**src/rtl/norm_pkg.sv**
```systemverilog
// Shared types and constants for the sequential normalizer.
// The FSM state encoding and the coarse step size live here so top and step agree.
package norm_pkg;

    localparam int DATA_W_DEF  = 64;
    localparam int CNT_W_DEF   = 7;
    localparam int STEP_COARSE = 8;

    typedef enum logic [1:0] {
        IDLE = 2'd0,
        SCAN = 2'd1,
        DONE = 2'd2
    } state_t;

endpackage

```
**src/rtl/norm_step.sv**
```systemverilog
// Combinational step decision for the normalizer: coarse (8-bit) shift, fine (1-bit) shift or stop.
// Signed mode counts redundant sign copies; unsigned mode counts leading zeros.
module norm_step
    import norm_pkg::*;
#(
    parameter int DATA_W = DATA_W_DEF
) (
    input  logic [DATA_W-1:0] i_data,
    input  logic              i_signed,
    output logic              o_coarse,
    output logic              o_fine,
    output logic              o_stop,
    output logic [DATA_W-1:0] o_data
);

    logic [STEP_COARSE:0]   w_top9;
    logic [STEP_COARSE-1:0] w_top8;
    logic                   w_coarse_ok;
    logic                   w_fine_ok;

    assign w_top9 = i_data[DATA_W-1 -: STEP_COARSE+1];
    assign w_top8 = i_data[DATA_W-1 -: STEP_COARSE];

    // A coarse step needs at least 8 redundant bits: 9 equal bits signed, 8 zeros unsigned.
    assign w_coarse_ok = i_signed ? ((&w_top9) | ~(|w_top9))
                                  : ~(|w_top8);
    assign w_fine_ok   = i_signed ? (i_data[DATA_W-1] == i_data[DATA_W-2])
                                  : ~i_data[DATA_W-1];

    always_comb begin
        o_coarse = w_coarse_ok;
        o_fine   = ~w_coarse_ok & w_fine_ok;
        o_stop   = ~w_coarse_ok & ~w_fine_ok;
        o_data   = i_data;
        if (w_coarse_ok) begin
            o_data = i_data << STEP_COARSE;
        end else if (w_fine_ok) begin
            o_data = i_data << 1;
        end
    end

endmodule

```
**src/rtl/norm_shift_seq.sv**
```systemverilog
// Sequential normalizer: shifts an operand left until its MSB is significant, reporting the shift count.
// One operation in flight; accepts only in IDLE and holds the result in DONE until out_ready.
module norm_shift_seq
    import norm_pkg::*;
#(
    parameter int DATA_W = DATA_W_DEF,
    parameter int CNT_W  = CNT_W_DEF
) (
    input  logic              clk,
    input  logic              rst_n,
    input  logic              in_valid,
    output logic              in_ready,
    input  logic [DATA_W-1:0] in_data,
    input  logic              in_signed,
    output logic              out_valid,
    input  logic              out_ready,
    output logic [DATA_W-1:0] out_data,
    output logic [CNT_W-1:0]  out_cnt,
    output logic              out_zero
);

    localparam logic [CNT_W-1:0] CNT_COARSE = CNT_W'(STEP_COARSE);
    localparam logic [CNT_W-1:0] CNT_FINE   = CNT_W'(1);
    localparam logic [CNT_W-1:0] CNT_ZERO   = CNT_W'(DATA_W);

    state_t             r_state;
    state_t             w_state_nxt;
    logic [DATA_W-1:0]  r_data;
    logic [CNT_W-1:0]   r_cnt;
    logic               r_signed;
    logic               r_zero;
    logic [DATA_W-1:0]  r_out_data;
    logic [CNT_W-1:0]   r_out_cnt;
    logic               r_out_zero;

    logic               w_coarse;
    logic               w_fine;
    logic               w_stop;
    logic [DATA_W-1:0]  w_step_data;
    logic               w_accept;
    logic               w_finish;
    logic               w_advance;

    norm_step #(
        .DATA_W (DATA_W)
    ) u_step (
        .i_data   (r_data),
        .i_signed (r_signed),
        .o_coarse (w_coarse),
        .o_fine   (w_fine),
        .o_stop   (w_stop),
        .o_data   (w_step_data)
    );

    // A zero operand still spends one SCAN cycle so its latency equals an already-normalized one.
    assign w_accept  = (r_state == IDLE) && in_valid;
    assign w_finish  = (r_state == SCAN) && (r_zero || w_stop);
    assign w_advance = (r_state == SCAN) && !w_finish && (w_coarse || w_fine);

    always_comb begin
        w_state_nxt = r_state;
        case (r_state)
            IDLE:    if (in_valid)  w_state_nxt = SCAN;
            SCAN:    if (w_finish)  w_state_nxt = DONE;
            DONE:    if (out_ready) w_state_nxt = IDLE;
            default: w_state_nxt = IDLE;
        endcase
    end

    always_ff @(posedge clk) begin
        if (!rst_n) begin
            r_state <= IDLE;
        end else begin
            r_state <= w_state_nxt;
        end
    end

    always_ff @(posedge clk) begin
        if (!rst_n) begin
            r_data   <= '0;
            r_cnt    <= '0;
            r_signed <= 1'b0;
            r_zero   <= 1'b0;
        end else if (w_accept) begin
            r_data   <= in_data;
            r_cnt    <= '0;
            r_signed <= in_signed;
            r_zero   <= (in_data == '0);
        end else if (w_advance) begin
            r_data   <= w_step_data;
            r_cnt    <= r_cnt + (w_coarse ? CNT_COARSE : CNT_FINE);
        end
    end

    // Result registers load only on entry to DONE, so they stay stable while the consumer stalls.
    always_ff @(posedge clk) begin
        if (!rst_n) begin
            r_out_data <= '0;
            r_out_cnt  <= '0;
            r_out_zero <= 1'b0;
        end else if (w_finish) begin
            r_out_data <= r_zero ? '0 : r_data;
            r_out_cnt  <= r_zero ? CNT_ZERO : r_cnt;
            r_out_zero <= r_zero;
        end
    end

    assign in_ready  = (r_state == IDLE);
    assign out_valid = (r_state == DONE);
    assign out_data  = r_out_data;
    assign out_cnt   = r_out_cnt;
    assign out_zero  = r_out_zero;

endmodule

```
**config.mk**
```make
export PLATFORM = sky130hd
export DESIGN_NAME = norm_shift_seq
export DESIGN_NICKNAME = d
export VERILOG_FILES = /design/src/rtl/norm_pkg.sv /design/src/rtl/norm_step.sv /design/src/rtl/norm_shift_seq.sv
export SDC_FILE = /design/constraint.sdc
export NUM_CORES = 1
export LEC_CHECK = 0
export BUFFER_PORTS_ARGS = -buffer_cell sky130_fd_sc_hd__buf_2
export CAP_MARGIN = 10
export CELL_PAD_IN_SITES_DETAIL_PLACEMENT = 1
export CELL_PAD_IN_SITES_GLOBAL_PLACEMENT = 1
export CORE_MARGIN = 3
export CORE_UTILIZATION = 40
export CTS_BUF_LIST = sky130_fd_sc_hd__clkbuf_8
export DETAILED_ROUTE_END_ITERATION = 7
export GPL_TIMING_DRIVEN = 0
export PLACE_DENSITY_LB_ADDON = 0.1
export SETUP_SLACK_MARGIN = 0.1
export SLEW_MARGIN = 20
export SYNTH_ARGS = -nofsm -noshare
export SYNTH_HDL_FRONTEND = slang
export SYNTH_SLANG_ARGS = --single-unit
export TNS_END_PERCENT = 50
```
**constraint.sdc**
```tcl
create_clock -name clk -period 3.42 [get_ports clk]
set_clock_uncertainty 0.15 [all_clocks]
set_input_delay 0.171 -clock clk [delete_from_list [all_inputs] [get_ports clk]]
set_output_delay 0.171 -clock clk [all_outputs]
set_load 0.05 [all_outputs]
```
[Word-level counts from Yosys, hierarchy flattened]
Cells that the tools add are included.
Storage, ports and cells
  register bits after elaboration: 147
  bits of input ports: 69
  output and inout bits: 74
  word-level logic and storage cells: 54
Cells by class
  add/sub/neg operators: 1
  eq/ne operators: 6
  multiplexer cells: 13
  bitwise gates (word level): 9
  reduce and logical (&&, ||, !) cells: 17
Operators by type and width (count)
  $mux 64: 5
  $logic_not 64->1: 1
  $reduce_and 9->1: 1
  $reduce_or 9->1: 1
  $reduce_or 8->1: 1
  $add 7x4->7: 1
  $mux 7: 1
  $mux 2: 3
  $not 1->1: 6
  $pmux 2 s3: 1
  $logic_and 1x1->1: 4
  $mux 4: 1
  $ne 2x2->1 const B: 2
  $reduce_and 3->1: 1
  $reduce_bool 3->1: 1
  $and 1x1->1: 2
  $eq 2x1->1 const B: 1
  $eq 2x2->1 const B: 1
  $logic_not 2->1: 1
  $logic_or 1x1->1: 2
  $mux 1: 2
  $ne 2x1->1 const B: 1
  $reduce_and 2->1: 1
  $reduce_bool 2->1: 1
  other kinds (4): 4

[Longest topological paths before layout]
Gate-level depths: netlist of run 1.
  depth in word-level cells: 13
  gate-level depth with buffers: 12
  mapped depth without buffers: 11

[Hierarchy]
From an unflattened synthesis of run 1, not the netlist that was laid out.
Second synthesis, totals
  cells, all modules: 855
  area, all modules: 7811.2 µm²
By module, submodules not included
  norm_shift_seq: times used 1, cells each 686, area an instance 6192.2 µm², seq. area each 2942.8 µm²
  norm_step: times used 1, cells each 169, area an instance 1619.1 µm², seq. area each 0.0 µm²

[Least setup slack after synthesis of run 1]
Ideal clock, no wire load.
  kind: register -> register
  start: register r_data[56]
  end: register r_cnt[6]
  library setup time: 0.127 ns
  arrival: 2.475 ns
  required time: 3.143 ns
  path slack: 0.667 ns
  cell stages (with the launch flop): 11
  path buffers: 1
  period minus slack after synthesis: 2.753 ns
  cell sequence: dfxtp_1 > or4_4 > o31ai_4 > and2_2 > inv_2 > buf_2 > ha_1 > ha_1 > a31oi_1 > or4_1 > a21oi_1
Between the ends
  cells in the longest elaborated chain, start to end: 11
  elaborated cells on any way between the ends: 18
  classes of those cells: 1 x add/sub; 2 x mux; 6 x bitwise; 9 x reduce/logical
RTL lines
  start, declared: line norm_shift_seq.sv:28  | logic [DATA_W-1:0] r_data;
  start signal, assigned: line norm_shift_seq.sv:85  | r_data <= in_data;
  start signal, assigned: line norm_shift_seq.sv:90  | r_data <= w_step_data;
  $reduce_or 9->1: line norm_step.sv:25  | assign w_coarse_ok = i_signed ? ((&w_top9) | ~(|w_top9))
  $not 1->1: line norm_step.sv:25
  $or 1x1->1: line norm_step.sv:25
  $mux 1 (*): line norm_step.sv:25
  branches (longest 7 deep; another with $add 7x4->7)
  end signal, assigned: line norm_shift_seq.sv:91  | r_cnt <= r_cnt + (w_coarse ? CNT_COARSE : CNT_FINE);
  end, declared: line norm_shift_seq.sv:29  | logic [CNT_W-1:0] r_cnt;
Mark *: on every way between the ends.
A chain may end at the register's enable or synchronous reset.

[Worst setup path in the final report of run 1]
  start: register r_state[1]
  end: register r_out_data[48], in the netlist out_data[48]
Between the ends
  cells in the longest elaborated chain, start to end: 2
RTL lines
  start, declared: line norm_shift_seq.sv:26  | state_t r_state;
  start signal, assigned: line norm_shift_seq.sv:74  | r_state <= w_state_nxt;
  $eq 2x1->1: line norm_shift_seq.sv:57  | assign w_finish = (r_state == SCAN) && (r_zero || w_stop);
  $logic_and 1x1->1: line norm_shift_seq.sv:57
  end signal, assigned: line norm_shift_seq.sv:102  | r_out_data <= r_zero ? '0 : r_data;
  end, declared: line norm_shift_seq.sv:32  | logic [DATA_W-1:0] r_out_data;
No other way between the ends.

==> results.json, run 1 <==
{
  "status": "completed",
  "core_um2": 16800,
  "synth_top_area_share_pct": 42.2,
  "synthesis.instances": 799,
  "antenna_found_initial": 0,
  "crit_type": "flop to flop",
  "post-synth-top-count-cell": "dfxtp_1",
  "fin_hold_ws_ns": 0.0416,
  "drt-total-wl_mm": 27.1,
  "muxShareOfSynthArea_pct": 7.91,
  "synth_xor_area_share_pct": 0.251,
  "synth_compound_area_share_pct": 34.0,
  "rows": 47,
  "fmaxAchievable_ghz": 0.315,
  "peakVddDrop_mv": 0.256,
  "finalCritPeriodShare_pct": 92.7,
  "synth_simple_gate_area_share_pct": 9.39,
  "power_density_nw_per_um2": 477,
  "yosysTopAreaCell": "dfxtp_1",
  "critPathLaunchType": "flop",
  "drtAntennaViolNets": 0,
  "setup_tns_ns": 0,
  "clock_sinks": 147,
  "ys_ff_latch": 147,
  "drt_iter0_markers": 577,
  "drive_above_1_share_pct": 20.6,
  "synth_async_sr_flop_share_pct": 0,
  "synth_top_family_by_area": "compound AO/OA/AOI/OAI gates",
  "grt_pass1_vias": 7854,
  "grt_pass1_wl_mm": 43.0,
  "insertion_delay_ns": 0.47,
  "syn_avg_cell_area_um2": 8.73,
  "synthTopCellsByCount": "dfxtp_1, o21ai_0, a21oi_1",
  "setup_viol": 0,
  "rsz0062_at_grt": "false",
  "synth_edf_count": 0,
  "grt_max_degree": 17,
  "dr.pass1.iters": 5,
  "gp_congestion": 0.905,
  "insertedDiodeCount": 0,
  "clk_pin_slew_ns": 0.09,
  "synth_flop_cell": "dfxtp_1",
  "ios": 143,
  "overflow": 0,
  "final_max_slew_viol_count": 0,
  "worst_pin_slew_ns": 1.05,
  "drv_cap": 0,
  "yosys.area_share.adder_pct": 0.717,
  "numPortBuffers": 142,
  "route.detailed.drc": 0,
  "cts_max_level": 4,
  "initial_core_util_pct": 41.5,
  "hp-class": "primary input to flop",
  "crit_fanout": 10,
  "layout.area.seq_um2": 2950,
  "die_h_um": 138,
  "clockBufferDepth": 2,
  "dieWidth_um": 138,
  "synth_area_leaders": "dfxtp_1, mux2i_1, a211oi_1",
  "n_fill_cell": 2059,
  "wl_per_cell_um": 21.5,
  "cts_root_buf": "clkbuf_8",
  "synthesis.nets": 872,
  "relSlewSlack_pct": 29.6,
  "nets": 1101,
  "grtUsageTotal_pct": 27.5,
  "via_per_inst": 5.93,
  "worstPathArrival_ns": 3.38,
  "hold_viol": 0,
  "critPathCaptureType": "flop",
  "ys_seq_area_share_pct": 42.2,
  "area_growth_pct": 30.1,
  "cts_tree": "done",
  "place_hpwl_mm": 19.6,
  "cts_buffers": 17,
  "multi_input_area_um2": 3660,
  "dieArea_um2": 19100,
  "synth.distinct_cells": 54,
  "syn_area_um2": 6980,
  "cp_data_required_time_ns": 3.63,
  "p_leak_nw": 3.55,
  "period_minus_slack_ns": 3.17,
  "yosys_warnings": 0,
  "vias": 7477
}
==> through the flow <==
| stage | area, um^2 | utilization (%) | setup slack (ns) | instances | total power, W |
|---|---|---|---|---|---|
| 2_1_floorplan | 6980 | - | 0.667 | 799 | 0.00250 |
| 3_3_place_gp | 7970 | 47.4 | 0.320 | 1161 | 0.00278 |
| 3_5_place_dp | 7970 | 47.4 | 0.234 | 1161 | 0.00281 |
| 4_1_cts | 9060 | 53.9 | 0.194 | 1261 | 0.00434 |
| 5_1_grt | 9080 | 54.0 | 0.116 | 1261 | 0.00451 |
| 6_report | 9080 | 54.0 | 0.250 | 1261 | 0.00433 |
==> final timing paths <==
check        startpoint           end  slack (ns)  cells past startpoint
min reg2reg    out_zero      out_zero        0.33                      2
max reg2reg  r_state[1]  out_data[48]        0.25                      6
max          r_state[1]  out_data[48]        0.25                      6
min               rst_n    r_state[1]        0.04                      3
==> flip-flops by register name, summed over array words and instances, names as in the netlist <==
register	count
r_signed	1
r_cnt	7
out_cnt	7
out_data	64
out_zero	1
r_state	2
r_zero	1
r_data	64
==> cell type report <==
type | count | share of cell area (%)
multi-input combinational | 568 | 40.3
sequential | 147 | 32.4
timing repair buffer | 210 | 15.3
buffer | 78 | 4.04
tap | 220 | 3.03
clock buffer | 19 | 2.88
clock inverter | 13 | 1.74
inverter | 6 | 0.248
==> metal layers <==
metal | part of all wire (%) | vias to the layer above | track usage, %
li1 | - | 3524 | -
met1 | 46 | 3738 | 36.6
met2 | 48 | 188 | 45.9
met3 | 3.8 | 27 | 5.08
met4 | 1.7 | 0 | 8.06
met5 | 0 | - | 0
==> critical path: stages, from the launching register on <==
cell and delay, ns:
dfxtp_1 0.42, nand2b_1 0.13, clkbuf_1 0.72, clkbuf_1 0.73
clkbuf_1 0.45, a21oi_1 0.16, a211oi_1 0.30
==> power by group <==
group	leakage, nW	switching [W]	total, W	internal [W]
Sequential	1.20	0.000122	0.00192	0.00180
Combinational	2.15	0.000573	0.000939	0.000366
Clock	0.210	0.000717	0.00148	0.000759
Total	3.55	0.00141	0.00433	0.00292
==> cells in the final DEF (no fill, tap or decap), types with 2 or more instances in the layout <==
| master | synthesis | layout |
|---|---|---|
| a211oi_1 | 66 | 66 |
| a21oi_1 | 84 | 84 |
| clkbuf_1 | 58 | 58 |
| or3_1 | 2 | 2 |
| clkinv_2 | 0 | 3 |
| dfxtp_2 | 0 | 2 |
| dfxtp_1 | 147 | 145 |
| o21ai_0 | 88 | 88 |
| nor3_1 | 3 | 3 |
| dlygate4sd3_1 | 0 | 68 |
| nor4_1 | 18 | 18 |
| clkbuf_8 | 0 | 19 |
| inv_1 | 4 | 5 |
| a211oi_2 | 7 | 7 |
| ha_1 | 4 | 4 |
| clkinvlp_4 | 0 | 3 |
| nor2_1 | 9 | 9 |
| mux2i_1 | 54 | 54 |
| buf_2 | 7 | 148 |
| and3_1 | 7 | 7 |
| buf_6 | 7 | 7 |
| inv_2 | 2 | 2 |
| bufinv_16 | 0 | 3 |
| o21ai_1 | 42 | 42 |
| a32oi_1 | 53 | 53 |
| o21bai_1 | 2 | 2 |
| nand2_1 | 83 | 83 |
| nand4_1 | 5 | 5 |
| a221o_1 | 7 | 7 |
| clkbuf_2 | 5 | 5 |
| nand3_1 | 4 | 4 |
| inv_6 | 0 | 2 |
| o31ai_4 | 1 | 2 |
| nor2b_1 | 3 | 3 |
==> cell families after synthesis <==
kind of cell,count (synthesis)
flip-flops,147
buffers and inverters,84
XOR/XNOR,2
multiplexers,55
adder cells (fa/ha/maj),4
AO/OA/AOI/OAI,366
AND/OR/NAND/NOR,141
==> what timing repair did <==
item                                   CTS  global route
endpoints found under the hold margin   67             0
resized for setup                        0             4
setup endpoints to repair                0             2
hold buffers                            68             0
buffers inserted                         0             0
Note: power is estimated with default switching activity, not from simulation.
==> run 2, diff against run 1 <==
- CORE_MARGIN: 3 -> not set
- clock period: 3.42 -> 3.4 ns (I/O delays scaled with it)
==> run 2 against run 1 <==
  * Global-route usage up 3.3 points
  * Sequential power about the same
  * Combinational power up 0.6%
  * Clock-buffer cell count up 3
  * Final area up 0.14%
  * Largest cell class unchanged
  * Largest power group unchanged
  * Highest routed layer unchanged
==> results.json, run 2 (synthesized netlist as in run 1, its figures left out) <==
{
  "overflow": 0,
  "fmaxAchievable_ghz": 0.315,
  "grt_pass1_wl_mm": 43.0,
  "final_max_slew_viol_count": 0,
  "cts_max_level": 4,
  "p_leak_nw": 3.57,
  "slowest_stage": "or4_4",
  "vias": 7608,
  "crit_type": "flop to flop",
  "cp_data_required_time_ns": 3.59,
  "cpPeakStageDelay_ns": 0.58,
  "hp-class": "primary input to flop",
  "drt_iter0_markers": 478,
  "route.detailed.drc": 0,
  "insertion_delay_ns": 0.47,
  "insertedDiodeCount": 0,
  "grt_pass1_vias": 7731,
  "layout_commonest_cell": "buf_2",
  "rsz0062_at_grt": "false",
  "cp_num_buf_inv": 2,
  "grt_max_degree": 17,
  "numPortBuffers": 142,
  "drv_cap": 0,
  "critPathCaptureType": "flop",
  "dieWidth_um": 134,
  "drive_above_1_share_pct": 20.6,
  "fin_hold_ws_ns": 0.0435,
  "period_minus_slack_ns": 3.17,
  "cp_num_cells": 10,
  "core_um2": 16800,
  "grtUsageTotal_pct": 30.8,
  "ff2ff_setup_slack_ns": 0.23,
  "pre_cts_slack_ns": 0.223,
  "crit_fanout": 10,
  "reg2reg_from": "r_data[56]",
  "critPathLaunch": "r_data[56]",
  "cts_post_setup_buffers_inserted": 0,
  "clockBufferDepth": 2,
  "final_cell_mix": "buf_2, dfxtp_1, o21ai_0",
  "setup_viol": 0,
  "reg2reg_to": "r_cnt[6]",
  "cp_common_cell": "ha_1",
  "drtAntennaViolNets": 0,
  "area_growth_pct": 30.3,
  "via_per_inst": 6.03,
  "relSlewSlack_pct": 24.9,
  "critPathTopFamily": "simple AND/OR/NAND/NOR gates",
  "nets": 1101,
  "power_density_nw_per_um2": 483,
  "cts_buffers": 17,
  "critPathLaunchType": "flop",
  "critical_path.cell_chain": "or4_4 > o31ai_4 > and2_2 > inv_2 > clkbuf_4 > ha_1 > ha_1 > a31oi_1 > or4_1 > a21oi_1",
  "worst-r2r-cell-count": 10,
  "status": "completed",
  "clock_sinks": 147,
  "dieArea_um2": 18000,
  "die_h_um": 134,
  "rows": 47,
  "hold_viol": 0,
  "worstPathArrival_ns": 3.36,
  "worst_pin_slew_ns": 1.12,
  "cts_tree": "done",
  "antenna_found_initial": 0,
  "clk_pin_slew_ns": 0.08,
  "wl_per_cell_um": 21.5,
  "gp_congestion": 0.893,
  "cts_root_buf": "clkbuf_8",
  "dr.pass1.iters": 5,
  "setup_tns_ns": 0,
  "place_hpwl_mm": 19.1,
  "crit_end": "r_cnt[6]",
  "drt-total-wl_mm": 27.1,
  "initial_core_util_pct": 41.5,
  "peakVddDrop_mv": 0.284,
  "ios": 143,
  "fin_ws_ns": 0.230,
  "finalCritPeriodShare_pct": 93.2
}
-- run 2: worst reg2reg max path, stage by stage (launching register included) --
cell      delay (ns)
dfxtp_1         0.36
or4_4           0.58
o31ai_4         0.36
and2_2          0.26
inv_2           0.05
clkbuf_4        0.23
ha_1            0.25
ha_1            0.21
a31oi_1         0.36
or4_1           0.18
a21oi_1         0.05
-- run 2: worst min path at each step --
stage                start          to  slack (ns)  cells past startpoint
4_1_cts              rst_n  r_state[1]        0.02                      3
5_1_grt              rst_n  r_state[1]        0.05                      3
3_3_place_gp   in_data[12]  r_data[12]        0.26                      3
3_5_place_dp   in_data[26]  r_data[26]        0.27                      3
2_1_floorplan  in_data[12]  r_data[12]        0.14                      2
6_report             rst_n  r_state[1]        0.04                      3
-- run 2: layer usage --
layer	track usage (%)	vias up	share of wire, %
met3	6.42	47	5.7
met5	0	-	0
li1	-	3522	-
met1	39.8	3794	44
met2	51.3	245	48
met4	9.74	0	2.1
-- run 2: metrics by stage --
| step | instances | total power [W] | utilization (%) | area, um^2 |
|---|---|---|---|---|
| finish | 1261 | 0.00439 | 54.1 | 9090 |
| global placement | 1161 | 0.00279 | 47.4 | 7970 |
| detailed placement | 1161 | 0.00282 | 47.4 | 7970 |
| floorplan | 799 | 0.00252 | - | 6980 |
| CTS | 1261 | 0.00438 | 54.0 | 9080 |
| global route | 1261 | 0.00455 | 54.1 | 9090 |
-- run 2: timing repair --
action                                  CTS  global route
gates resized for setup                   0             4
endpoints found under the hold margin    67             0
hold buffers                             68             0
endpoints found under the setup margin    0             2
-- run 2: power by group --
part	leakage, nW	switching, W	internal, W	total [W]
Sequential	1.20	0.000122	0.00181	0.00193
Combinational	2.15	0.000577	0.000368	0.000945
Clock	0.222	0.000698	0.000816	0.00151
-- run 2: layout make-up --
class | count | area, um^2
fillers | 2027 | 7730
clock buffers | 22 | 303
clock inverters | 10 | 129
multi-input cells | 568 | 3660
inverters | 6 | 22.5
repair buffers | 210 | 1390
well taps | 220 | 275
plain buffers | 78 | 367
flip-flops and latches | 147 | 2950
